[config.mk]
export PLATFORM = sky130hd
export DESIGN_NAME = hazard_ctrl
export DESIGN_NICKNAME = d
export VERILOG_FILES = /design/src/rtl/hazard_ctrl.sv
export SDC_FILE = /design/constraint.sdc
export NUM_CORES = 1
export LEC_CHECK = 0
export BUFFER_PORTS_ARGS = -buffer_cell sky130_fd_sc_hd__buf_2
export CAP_MARGIN = 20
export CORE_MARGIN = 3
export CORE_UTILIZATION = 30
export CTS_CLUSTER_SIZE = 10
export DETAILED_ROUTE_END_ITERATION = 16
export PLACE_DENSITY_LB_ADDON = 0.08
export SLEW_MARGIN = 10
export SYNTH_ARGS = -nofsm -noshare
export SYNTH_HDL_FRONTEND = slang
export SYNTH_SLANG_ARGS = --single-unit
[constraint.sdc]
create_clock -name clk -period 1.9 [get_ports clk]
set_input_delay 0.095 -clock clk [delete_from_list [all_inputs] [get_ports clk]]
set_output_delay 0.095 -clock clk [all_outputs]
set_load 0.02 [all_outputs]
[src/rtl/hazard_ctrl.sv]
// Pipeline hazard controller: load-use stall, taken-branch flush, HLT drain to sticky halt.
// Latency: stall/flush are combinational (zero cycle); hlt_out rises HLT_DRAIN cycles after HLT decode.
// Backpressure: stall holds PC and IF/ID; a new load-use check is blocked while a stall countdown runs.
module hazard_ctrl #(
    parameter int          INSTR_W         = 16,
    parameter int          RA_W            = 4,
    parameter int          LOAD_LAT        = 1,
    parameter int          HLT_DRAIN       = 3,
    parameter int          ZERO_REG_IGNORE = 1,
    parameter logic [3:0]  OP_HLT          = 4'hF,
    parameter logic [3:0]  OP_SW           = 4'h9,
    parameter logic [3:0]  OP_LHB          = 4'hA,
    parameter logic [3:0]  OP_LLB          = 4'hB
) (
    input  logic               clk,
    input  logic               rst,
    input  logic [INSTR_W-1:0] if_id_instr,
    input  logic [INSTR_W-1:0] id_ex_instr,
    input  logic               id_ex_memread,
    input  logic               branch_taken,
    output logic               stall,
    output logic               flush,
    output logic               hlt_out,
    output logic [1:0]         state
);
    localparam int LCNT_W = $clog2(LOAD_LAT + 1);
    localparam int DCNT_W = $clog2(HLT_DRAIN + 1);

    typedef enum logic [1:0] {
        S_RUN    = 2'd0,
        S_DRAIN  = 2'd1,
        S_HALTED = 2'd2
    } state_e;

    typedef struct packed {
        logic [3:0]      op;
        logic [RA_W-1:0] src1;
        logic [RA_W-1:0] src2;
    } dec_t;

    dec_t              dec;
    logic [3:0]        op_if;
    logic              src1_hi;
    logic [RA_W-1:0]   dst;
    logic              hlt_dec;
    logic              luse;
    logic [LCNT_W-1:0] lcnt;
    logic              unused_id_ex;
    state_e            state_q, state_d;
    logic [DCNT_W-1:0] dcnt_q, dcnt_d;

    // Store and load-high/low-byte read their data register from the rd slot.
    assign op_if   = if_id_instr[INSTR_W-1 -: 4];
    assign src1_hi = (op_if == OP_SW) || (op_if == OP_LHB) || (op_if == OP_LLB);
    assign dec     = '{op:   op_if,
                       src1: src1_hi ? if_id_instr[8 +: RA_W] : if_id_instr[4 +: RA_W],
                       src2: if_id_instr[0 +: RA_W]};
    assign dst          = id_ex_instr[8 +: RA_W];
    assign unused_id_ex = ^{id_ex_instr[INSTR_W-1:8+RA_W], id_ex_instr[7:0]};
    assign hlt_dec      = (dec.op == OP_HLT);

    assign luse = id_ex_memread
                & ((dec.src1 == dst) || (dec.src2 == dst))
                & ~((ZERO_REG_IGNORE != 0) && (dst == '0))
                & (lcnt == '0);

    always_ff @(posedge clk or negedge rst) begin
        if (!rst)
            lcnt <= '0;
        else if (branch_taken)
            lcnt <= '0;
        else if (lcnt != '0)
            lcnt <= lcnt - LCNT_W'(1);
        else if (luse)
            lcnt <= LCNT_W'(LOAD_LAT - 1);
    end

    always_ff @(posedge clk or negedge rst) begin
        if (!rst) begin
            state_q <= S_RUN;
            dcnt_q  <= '0;
        end else begin
            state_q <= state_d;
            dcnt_q  <= dcnt_d;
        end
    end

    always_comb begin
        state_d = state_q;
        dcnt_d  = dcnt_q;
        case (state_q)
            S_RUN: begin
                if (hlt_dec && !branch_taken) begin
                    if (HLT_DRAIN == 1) begin
                        state_d = S_HALTED;
                    end else begin
                        state_d = S_DRAIN;
                        dcnt_d  = DCNT_W'(HLT_DRAIN - 1);
                    end
                end
            end
            S_DRAIN: begin
                // A taken branch proves the HLT was fetched down the wrong path.
                if (branch_taken) begin
                    state_d = S_RUN;
                    dcnt_d  = '0;
                end else if (dcnt_q == DCNT_W'(1)) begin
                    state_d = S_HALTED;
                    dcnt_d  = '0;
                end else begin
                    dcnt_d = dcnt_q - DCNT_W'(1);
                end
            end
            S_HALTED: begin
                state_d = S_HALTED;
            end
            default: begin
                state_d = S_RUN;
                dcnt_d  = '0;
            end
        endcase
    end

    always_comb begin
        stall   = 1'b0;
        flush   = 1'b0;
        hlt_out = 1'b0;
        if (rst) begin
            case (state_q)
                S_RUN:    stall = ~branch_taken & (hlt_dec | luse | (lcnt != '0));
                S_DRAIN:  stall = ~branch_taken;
                default:  stall = 1'b1;
            endcase
            flush   = branch_taken & (state_q != S_HALTED);
            hlt_out = (state_q == S_HALTED);
        end
    end

    assign state = state_q;
endmodule

# After elaboration in Yosys (flattened, before gate mapping)
# Cells that the tools add are included.
[op_classes]
add_sub_neg = 2
eq_ne = 12
n_mux = 15
bitwise = 11
reduce_logical = 9
[op_table]
columns = ["operator", "n"]
rows = [
  ["$eq A4 B4 Y1 const B", 4],
  ["$mux W2", 6],
  ["$pmux W2 S3", 2],
  ["$eq A4 B4 Y1", 2],
  ["$and A1 B1 Y1", 5],
  ["$mux W1", 5],
  ["$eq A2 B1 Y1 const B", 2],
  ["$logic_not A4 Y1", 1],
  ["$mux W4", 1],
  ["$ne A2 B2 Y1 const B", 2],
  ["$not A1 Y1", 4],
  ["$reduce_and A2 Y1", 2],
  ["$logic_or A1 B1 Y1", 3],
  ["$ne A3 B3 Y1 const B", 1],
  ["$eq A2 B2 Y1 const B", 1],
  ["$logic_not A2 Y1", 1],
  ["$or A1 B1 Y1", 2],
  ["$pmux W1 S2", 1],
  ["$sub A2 B1 Y2 const B", 1],
  ["$logic_and A1 B1 Y1", 1],
  ["$logic_not A1 Y1", 1],
  ["$sub A1 B1 Y1 const B", 1],
]
[totals]
regBits = 5
input_bits = 36
out_inout_bits = 5

# Depth between registers and ports, before layout
# Gate-level depths: netlist (run 1).
[depth]
depth_word = 14
depth_mapped = 5

# Worst setup path before layout (run 1)
# Ideal clock, no wire load.
[synth_timing]
path_type = "input port to output port"
from = "in if_id_instr[9]"
to = "out stall"
arrival_time_ns = 1.366
setup_slack_ns = 0.439
path_stages = 5
path_buffers = 0
cell_sequence = "xnor2_1 -> nand4_1 -> mux4_2 -> nor4_1 -> o221a_2"
[synth_between]
elab_chain_cells = 11
[synth_rtl]
columns = ["element", "line", "source"]
rows = [
  ["start: declaration", "17", "input logic [INSTR_W-1:0] if_id_instr,"],
  ["$mux W4", "56", "src1: src1_hi ? if_id_instr[8 +: RA_W] : if_id_instr[4 +: RA_W],"],
  ["$eq A4 B4 Y1", "63", "& ((dec.src1 == dst) || (dec.src2 == dst))"],
  ["$logic_or A1 B1 Y1", "63", ""],
  ["$and A1 B1 Y1", "63", ""],
  ["$and A1 B1 Y1", "64", "& ~((ZERO_REG_IGNORE != 0) && (dst == '0))"],
  ["$and A1 B1 Y1", "65", "& (lcnt == '0);"],
  ["$or A1 B1 Y1 (2 in series)", "130", "S_RUN: stall = ~branch_taken & (hlt_dec | luse | (lcnt != '0));"],
  ["$and A1 B1 Y1", "130", ""],
  ["$pmux W1 S2", "129", "case (state_q)"],
  ["$mux W1", "128", "if (rst) begin"],
  ["end: declaration", "21", "output logic stall,"],
]
# Every way passes these cells.

# Worst setup path in the final report (run 1)
[layout_timing]
from = "in id_ex_instr[9]"
to = "out stall"
[layout_between]
elab_chain_cells = 10
[layout_rtl]
columns = ["element", "line", "source"]
rows = [
  ["start: declaration", "18", "input logic [INSTR_W-1:0] id_ex_instr,"],
  ["$eq A4 B4 Y1", "63", ""],
  ["$logic_or A1 B1 Y1", "63", ""],
  ["$and A1 B1 Y1", "63", ""],
  ["$and A1 B1 Y1 *", "64", ""],
  ["$and A1 B1 Y1 *", "65", ""],
  ["$or A1 B1 Y1 * (2 in series)", "130", ""],
  ["$and A1 B1 Y1 *", "130", ""],
  ["$pmux W1 S2 *", "129", ""],
  ["$mux W1 *", "128", ""],
]
# Every way passes the cells marked *; elsewhere a longest branch is shown, timed or not.

==> results of run 1 <==
[synth_stat cells, types with 2 or more instances]
| master | instances | area, µm² |
|---|---|---|
| sky130_fd_sc_hd__inv_1 | 3 | 11.3 |
| sky130_fd_sc_hd__nand2_1 | 2 | 7.51 |
| sky130_fd_sc_hd__nand4_1 | 4 | 25.0 |
| sky130_fd_sc_hd__nand4b_1 | 2 | 17.5 |
| sky130_fd_sc_hd__or3b_2 | 2 | 17.5 |
| sky130_fd_sc_hd__nand2b_1 | 7 | 43.8 |
| sky130_fd_sc_hd__nor3_1 | 3 | 15.0 |
| sky130_fd_sc_hd__nor2_1 | 5 | 18.8 |
| sky130_fd_sc_hd__o21ai_0 | 3 | 15.0 |
| sky130_fd_sc_hd__xnor2_1 | 6 | 52.6 |
| sky130_fd_sc_hd__dfrtp_1 | 4 | 100 |
| sky130_fd_sc_hd__a21oi_1 | 3 | 15.0 |
[metrics by stage]
stage	area [µm²]	instances	total power, mW	setup WS (ps)	hold slack [ps]
final	636	101	0.350	138	67.7
after global routing	636	101	0.380	5.45	88.0
after CTS	629	101	0.356	113	69.5
after detailed placement	597	97	0.241	113	-72.9
after global placement	597	97	0.239	87.0	-75.4
after floorplan	442	55	0.187	439	-201
[how the worst max path moves through the flow]
stage	startpoint	end	slack, ps
CTS	id_ex_instr[9]	stall	110
floorplan	if_id_instr[9]	stall	440
finish	id_ex_instr[9]	stall	140
global route	id_ex_instr[9]	stall	5
detailed placement	id_ex_instr[9]	stall	110
global placement	id_ex_instr[9]	stall	90
[layer usage]
metal  part of all wire, %  global-route usage, %
met1                    47                   16.6
met2                    44                   20.1
met3                   9.4                   4.07
met4                     0                   3.61
met5                     0                      0
[power breakdown]
group | internal, mW | switching [mW]
clock | 0.0708 | 0.0377
sequential | 0.0984 | 0.0111
combinational | 0.0659 | 0.0664
[sequential cells by signal (all words and copies together) (netlist names)]
signal	flops
dcnt_q	2
state	2
[cells by family after synthesis]
kind of cell	count (synthesis)
AOI/OAI and AO/OA	9
xor gates and xnor gates	6
adders and majority gates	1
buffers and inverters	4
DFF	4
muxes	2
and+or+nand+nor	29
[worst reg2reg max path, cell delays in order, from the launching register on]
cell and delay [ps]:
sky130_fd_sc_hd__dfrtp_1 390, sky130_fd_sc_hd__ha_1 210, sky130_fd_sc_hd__mux2_2 260, sky130_fd_sc_hd__nor3_1 130
[what timing repair did]
action                                  4_1_cts  5_1_grt
endpoints found under the hold margin         4        0
endpoints found under the setup margin        0        1
gates resized for setup                       0        1
hold buffers                                  1        0
[final cells by class]
cell class                      instances  area (µm²)
Timing Repair Buffer                   29         150
Tap cell                               15        18.8
Multi-Input combinational cell         47         333
Fill cell                             150         698
Sequential cell                         4         100
Inverter                                3        11.3
Clock buffer                            3        22.5
==> results by stage, run 1 <==
Routing:
- The post-route DRC violation count is 0.
- The first-pass detailed-route iteration total is 2.
- Dividing the detail-routed via count by the number of cells gives 5.03.
- For this block, the via count after detailed routing is approximately 510.
- The final layout contains routed wiring with a total length of 1170 µm.
- The first-iteration detailed-routing DRC count is 3.
- The per-cell routed wire length is 11.6 µm.
- In this run the remaining antenna-violating nets after routing total 0.

Logic synthesis:
- The number of different library cells in the post-synthesis netlist is 23.
- The synthesized area divided by synthesized cell count is 8.03 µm².
- Yosys printed 0 warnings.
- By area, the combinational part of the netlist is dominated by simple AND/OR/NAND/NOR gates.
- Measured against the total synthesized area, the mux share comes to under 10%.
- In this run, synthesis produced a sequential element count of 4.
- After Yosys synthesis, XOR and XNOR cells account for around an eighth of the synthesized area.
- The fraction of registers with async set or reset after synthesis is 100%.
- The dominant register cell in the synthesized netlist is sky130_fd_sc_hd__dfrtp_1.
- Summing the areas of all and, or, nand and nor instances in the mapped netlist gives between 30% and 40% of the synthesized area.
- The post-synthesis share of cell area spent on full adders, half adders and majority gates is 2.83%.
- The netlist area before placement is 442 µm².
- When the netlist entered floorplanning its net count stood at 92.
- Summing the sequential cell areas from Yosys gives a little under a quarter of the chip area.
- The number of synthesized flops with an enable pin is 0.
- Summing the areas of all compound-gate instances in the mapped netlist gives 13.0% of the synthesized area.
- Counting every instance in the synthesized netlist gives 55.

STA:
- The final setup violation count is 0.
- Derived from the worst setup path, the maximum achievable clock frequency is 567 MHz.
- Setup repair after global routing left no endpoint under its margin.
- In the finished design, the share of the clock period the worst path needs comes to just over 90%.
- The transition at the pin with the smallest max-transition slack is 547 ps.
- The total count of hold-check failures in the final report was 0.
- The final max-slew violation count was 0.
- Clock skew on the completed layout was measured at 10.1 ps.
- The relative slew slack is 63.1%.
- The minimum clock period after layout is around 1800 ps.
- The sum of negative setup slack is 0 ps.

Clock tree:
- At the later pin of the worst-skew pair, clock insertion delay measures 240 ps.
- The post-CTS setup buffer count is 0.
- The clock-pin slew on the worst setup and hold paths is around 40 ps.
- The deepest level of the CTS H-tree is 1.
- TritonCTS built the clock tree.
- In this run, CTS created clock tree buffers numbering 3.
- The number of clock sinks is 4.
- The clock tree root buffer cell is sky130_fd_sc_hd__clkbuf_4.
- The maximum number of buffers from clock root to sink is 2.

Cells and area:
- In the layout the commonest cells are sky130_fd_sc_hd__buf_2 (28), sky130_fd_sc_hd__nand2b_1 (7), sky130_fd_sc_hd__xnor2_1 (6), sky130_fd_sc_hd__nor2_1 (5).
- The net count of the finished layout is 125.
- The antenna diode instance count is 0.
- The core occupancy in the finished layout is 47.7%.
- The fraction of final layout cells with drive strength greater than 1 is 43.0%.
- Leaving out fill and tap cells, the most frequent cell in the layout is sky130_fd_sc_hd__buf_2.
- The post-synthesis to final-layout area growth is 43.9%.

Floorplan:
- During I/O placement, the number of pins put on the boundary was 41.
- Row generation in the floorplan step produced 13 rows.
- The floorplan die height is approximately 44 µm.
- For this configuration, the core starts out at a cell density of 33.1%.
- The area of the die is 1970 µm².
- From left edge to right edge, the die measures approximately 44 µm.
- The core outline area is approximately 1300 µm².

Setup path:
- The setup slack of the worst register-to-register path is 840 ps.
- The slowest stage of the critical path is the sky130_fd_sc_hd__mux4_2 cell.
- The source of the worst register-to-register timing path is dcnt_q[0].
- The critical path contains buffers and inverters numbering 2 combined.
- For the worst setup path, the data arrival time is 1670 ps.
- The worst setup path is of the primary input to output pin kind.
- At the worst endpoint, the required time is 1800 ps.
- The cell repeated most along the worst path is sky130_fd_sc_hd__buf_2.
- The critical path endpoint category is an output pin.
- The worst register-to-register path has a depth of 3.
- The cell family contributing the most delay on the critical path is multiplexers.
- The critical path depth in cells is 7.
- The endpoint identified for the worst register-to-register timing path is state[0].
- The largest fanout on the critical path is 4.
- The critical path goes through buf_2 > xnor2_1 > nand4b_1 > mux4_2 > nor4_2 > o221a_2 > buf_2.
- For this run, the slowest stage of the critical path takes 480 ps.
- The worst setup path is launched from a primary input.

Power and ir drop:
- The total power density per cell area is approximately 550 nW/µm².
- The leakage dissipation is roughly 0.28 nW.
- IR analysis of the VDD net gives a maximum drop of between 0.0002 and 0.0003 V.

Global route:
- The global-route usage over all layers is 12.7%.
- The initial antenna violation count came to 0.
- The remaining global-route overflow is 0.
- The number of global-route vias before repair is 489.
- The first-pass GRT wire length is 1910 µm.
- The maximum number of pins on one net before global-route repair is 10.

Place:
- The routability congestion estimate is 0.763.
- The final HPWL from detailed placement is approximately 960 µm.
- Port buffering added 28 buffers.

Hold path:
- The worst min-delay path class is primary input to register.
- The worst hold path begins at branch_taken.
- The cell depth of the worst min-delay path is 2.
- For hold timing, the worst endpoint is state[0].

Job:
- The count of maximum capacitance violations is 0.

Status:
- The run finished with clean final reports.
Power figures use the tool's default switching activity.
==> run 2, diff against run 1 <==
--- a/config.mk
+++ b/config.mk
@@ -7,7 +7,6 @@
 export LEC_CHECK = 0
 export BUFFER_PORTS_ARGS = -buffer_cell sky130_fd_sc_hd__buf_2
 export CAP_MARGIN = 20
-export CORE_MARGIN = 3
 export CORE_UTILIZATION = 30
 export CTS_CLUSTER_SIZE = 10
 export DETAILED_ROUTE_END_ITERATION = 16
==> results by stage, run 2 (synthesized netlist as in run 1, its figures left out) <==
Routing:
- The first-pass detailed-route iteration total is 4 (+2).
- The met2 wirelength from detailed routing is 490 µm (-4.3%).
- The total length of routed met3 wires is 77 µm (-30%).
- The met1 wire length was 526 µm (-4.4%).
- The highest layer touched by signal routing is met3.
- The via total after detailed routing is 524 (+3.1%).
- The per-cell routed wire length is 10.8 µm (-6.6%).
- The remaining antenna violation count after routing came to 0 (unchanged).
- The via count normalized by instance count came to 5.19 (+3.1%).
- The first-iteration detailed-routing DRC count is 12 (+9).
- The routed wire length is 1100 µm (-6.6%).
- The post-route DRC violation count is 0 (unchanged).

Place:
- The final HPWL from detailed placement came to 919 µm (-4.6%).
- The routability congestion estimate came to 0.698 (-8.5%).
- The quantity of I/O buffers inserted on ports is 28 (unchanged).
- The cell area after placement is 597 µm² (unchanged).

Floorplan:
- The count of boundary I/O pins is 41 (unchanged).
- The area of the die is 1630 µm² (-17%).
- The effective utilization at floorplan is 33.1% (unchanged).
- The floorplan die height is 40.4 µm (-9.0%).
- The core outline area was 1330 µm² (unchanged).
- The horizontal die dimension was 40.4 µm (-9.0%).
- The count of standard-cell rows is 13 (unchanged).

Cells and area:
- The antenna diode instance count is 0 (unchanged).
- The fraction of final layout cells with drive strength greater than 1 is 41.9% (-1.2 points).
- The number of filler instances in the final layout is 137 (-8.7%).
- The final design instance area without fill came to 629 µm² (-0.98%).
- The net count of the finished layout came to 125 (unchanged).
- The post-synthesis to final-layout area growth is 42.5%.
- The most frequent standard cell in the layout excluding fill and tap cells is sky130_fd_sc_hd__buf_2.
- The top cell types in the final layout, fill and taps aside, are sky130_fd_sc_hd__buf_2 (28), sky130_fd_sc_hd__nand2b_1 (7), sky130_fd_sc_hd__xnor2_1 (6), sky130_fd_sc_hd__nor2_1 (5).

Setup path:
- The worst register-to-register path ends at state[0].
- The worst reg2reg path depth is 3 (unchanged).
- The worst setup path is captured at an output pin.
- The setup slack of the worst register-to-register path came to 820 ps (-20 ps).
- The largest fanout on the critical path is 4 (unchanged).
- The endpoint required time on the critical path is 1800 ps (about the same).
- The worst setup path category is primary input to output pin.
- The critical path data arrival time is 1690 ps (+20 ps).
- In this run the critical register-to-register path is launched from dcnt_q[0].
- STA classifies the critical path startpoint as a primary input.

Power and ir drop:
- The total power density per cell area is 548 nW/µm² (-0.52%).
- The design internal power was 0.234 mW (-0.28%).
- The power after layout came to 0.345 mW (-1.5%).
- The part of the power in the clock network was 30.2% (-0.8 points).
- The maximum vdd ir drop is 0.000314 V (+17%).
- The proportion of power drawn by flip-flops and latches is 31.8% (+0.6 points).
- The switching power as a share of total power is 32.1% (-0.83 points).
- The leakage dissipation was 0.284 nW (-0.13%).
- The combinational share of power is 38.0% (+0.2 points).
- The switching power summed over all nets is 0.111 mW (-4.0%).

Clock tree:
- The deepest level of the CTS H-tree came to 1 (unchanged).
- The clock tree root buffer cell is sky130_fd_sc_hd__clkbuf_4.
- The number of resized instances in the post-cts repair step was 0 (unchanged).
- The number of buffers added by the clock tree synthesis step came to 3 (unchanged).
- TritonCTS built the clock tree.
- The clock latency on the worst-skew pair is 230 ps (about the same).
- The post-CTS setup buffer count is 0 (unchanged).
- The number of clock sinks is 4 (unchanged).
- The maximum number of buffers from clock root to sink was 2 (unchanged).
- The clock-pin slew on the worst setup and hold paths is 40 ps (about the same).

STA:
- The relative slew slack is 70.1% (+7.1 points).
- Setup repair after global routing left no endpoint under its margin.
- The transition at the pin with the smallest max-transition slack is 443 ps (-104 ps).
- The minimum clock period after layout is 1780 ps (+20.8 ps).
- The final period utilization is 93.9% (+1.1 points).
- The achievable clock frequency is 561 MHz (-1.2%).
- The sum of negative setup slack came to 0 ps (unchanged).
- The final max-slew violation count is 0 (unchanged).
- The total count of hold-check failures in the final report is 0 (unchanged).
- The final setup violation count was 0 (unchanged).
- The maximum clock skew at final layout came to 5.36 ps (-4.77 ps).

Global route:
- The initial antenna violation count is 0 (unchanged).
- The first-pass GRT wire length is 1600 µm (-16%).
- The maximum number of pins on one net before global-route repair is 10 (unchanged).
- The number of global-route vias before repair is 404 (-17%).
- The remaining global-route overflow came to 0 (unchanged).
- The global-route usage over all layers is 14.4% (+1.7 points).

Job:
- The count of maximum capacitance violations is 0 (unchanged).

Hold path:
- The min-delay analysis places its worst path in the category primary input to register.
- The critical hold path startpoint is branch_taken.
- The cell depth of the worst min-delay path is 2 (unchanged).
- The capture endpoint of the worst hold path is state[0].

Status:
- The flow ran to the end, and the final reports show no timing, DRC or antenna violations.
-- run 2: cell types whose count changed in the layout (fill, tap and decap cells not counted) --
cell and change:
sky130_fd_sc_hd__nor4_2 -1, sky130_fd_sc_hd__nor4_1 +1
-- run 2: power by group through the flow --
stage | sequential [mW] | clock [mW] | combinational [mW]
2_1_floorplan | 0.112 | 0 | 0.0755
3_3_place_gp | 0.110 | 0 | 0.129
3_5_place_dp | 0.110 | 0 | 0.131
4_1_cts | 0.109 | 0.109 | 0.133
5_1_grt | 0.111 | 0.115 | 0.148
6_report | 0.110 | 0.104 | 0.131
-- run 2: per-layer routing --
layer	vias to the layer above	track usage (%)
li1	269	-
met1	235	19.7
met2	20	23.0
met3	0	5.00
met4	0	0
met5	-	0
-- run 2: stage by stage --
stage	hold WS, ps	utilization [%]	std cells	worst slack (ps)
floorplan	-201	-	55	439
global placement	-75.4	44.7	97	88.2
detailed placement	-75.0	44.7	97	102
CTS	76.2	47.2	101	102
global route	86.3	47.2	101	1.71
finish	79.4	47.2	101	117
-- run 2: what timing repair did --
action,in CTS,in global routing
endpoints found under the hold margin,4,0
hold buffers,1,0
setup endpoints to repair,0,0
-- run 2: worst max-delay path, cell delays in order --
cell                       delay [ps]
sky130_fd_sc_hd__buf_2            130
sky130_fd_sc_hd__xnor2_1          200
sky130_fd_sc_hd__nand4b_1         130
sky130_fd_sc_hd__mux4_2           470
sky130_fd_sc_hd__nor4_1           290
sky130_fd_sc_hd__o221a_2          220
sky130_fd_sc_hd__buf_2            150
-- run 2: how the worst max path moves through the flow --
| stage | startpoint | to | slack, ps |
|---|---|---|---|
| after detailed placement | id_ex_instr[9] | stall | 100 |
| after global placement | id_ex_instr[9] | stall | 90 |
| after CTS | id_ex_instr[9] | stall | 100 |
| after floorplan | if_id_instr[9] | stall | 440 |
| after global routing | id_ex_instr[9] | stall | 2 |
| final | id_ex_instr[9] | stall | 120 |
-- run 2: cell type report --
cell class,count,area [µm²],area share (%)
timing repair buffer,29,150,23.9
sequential,4,100,15.9
inverter,3,11.3,1.79
multi-input combinational,47,327,51.9
tap,15,18.8,2.98
clock buffer,3,22.5,3.58
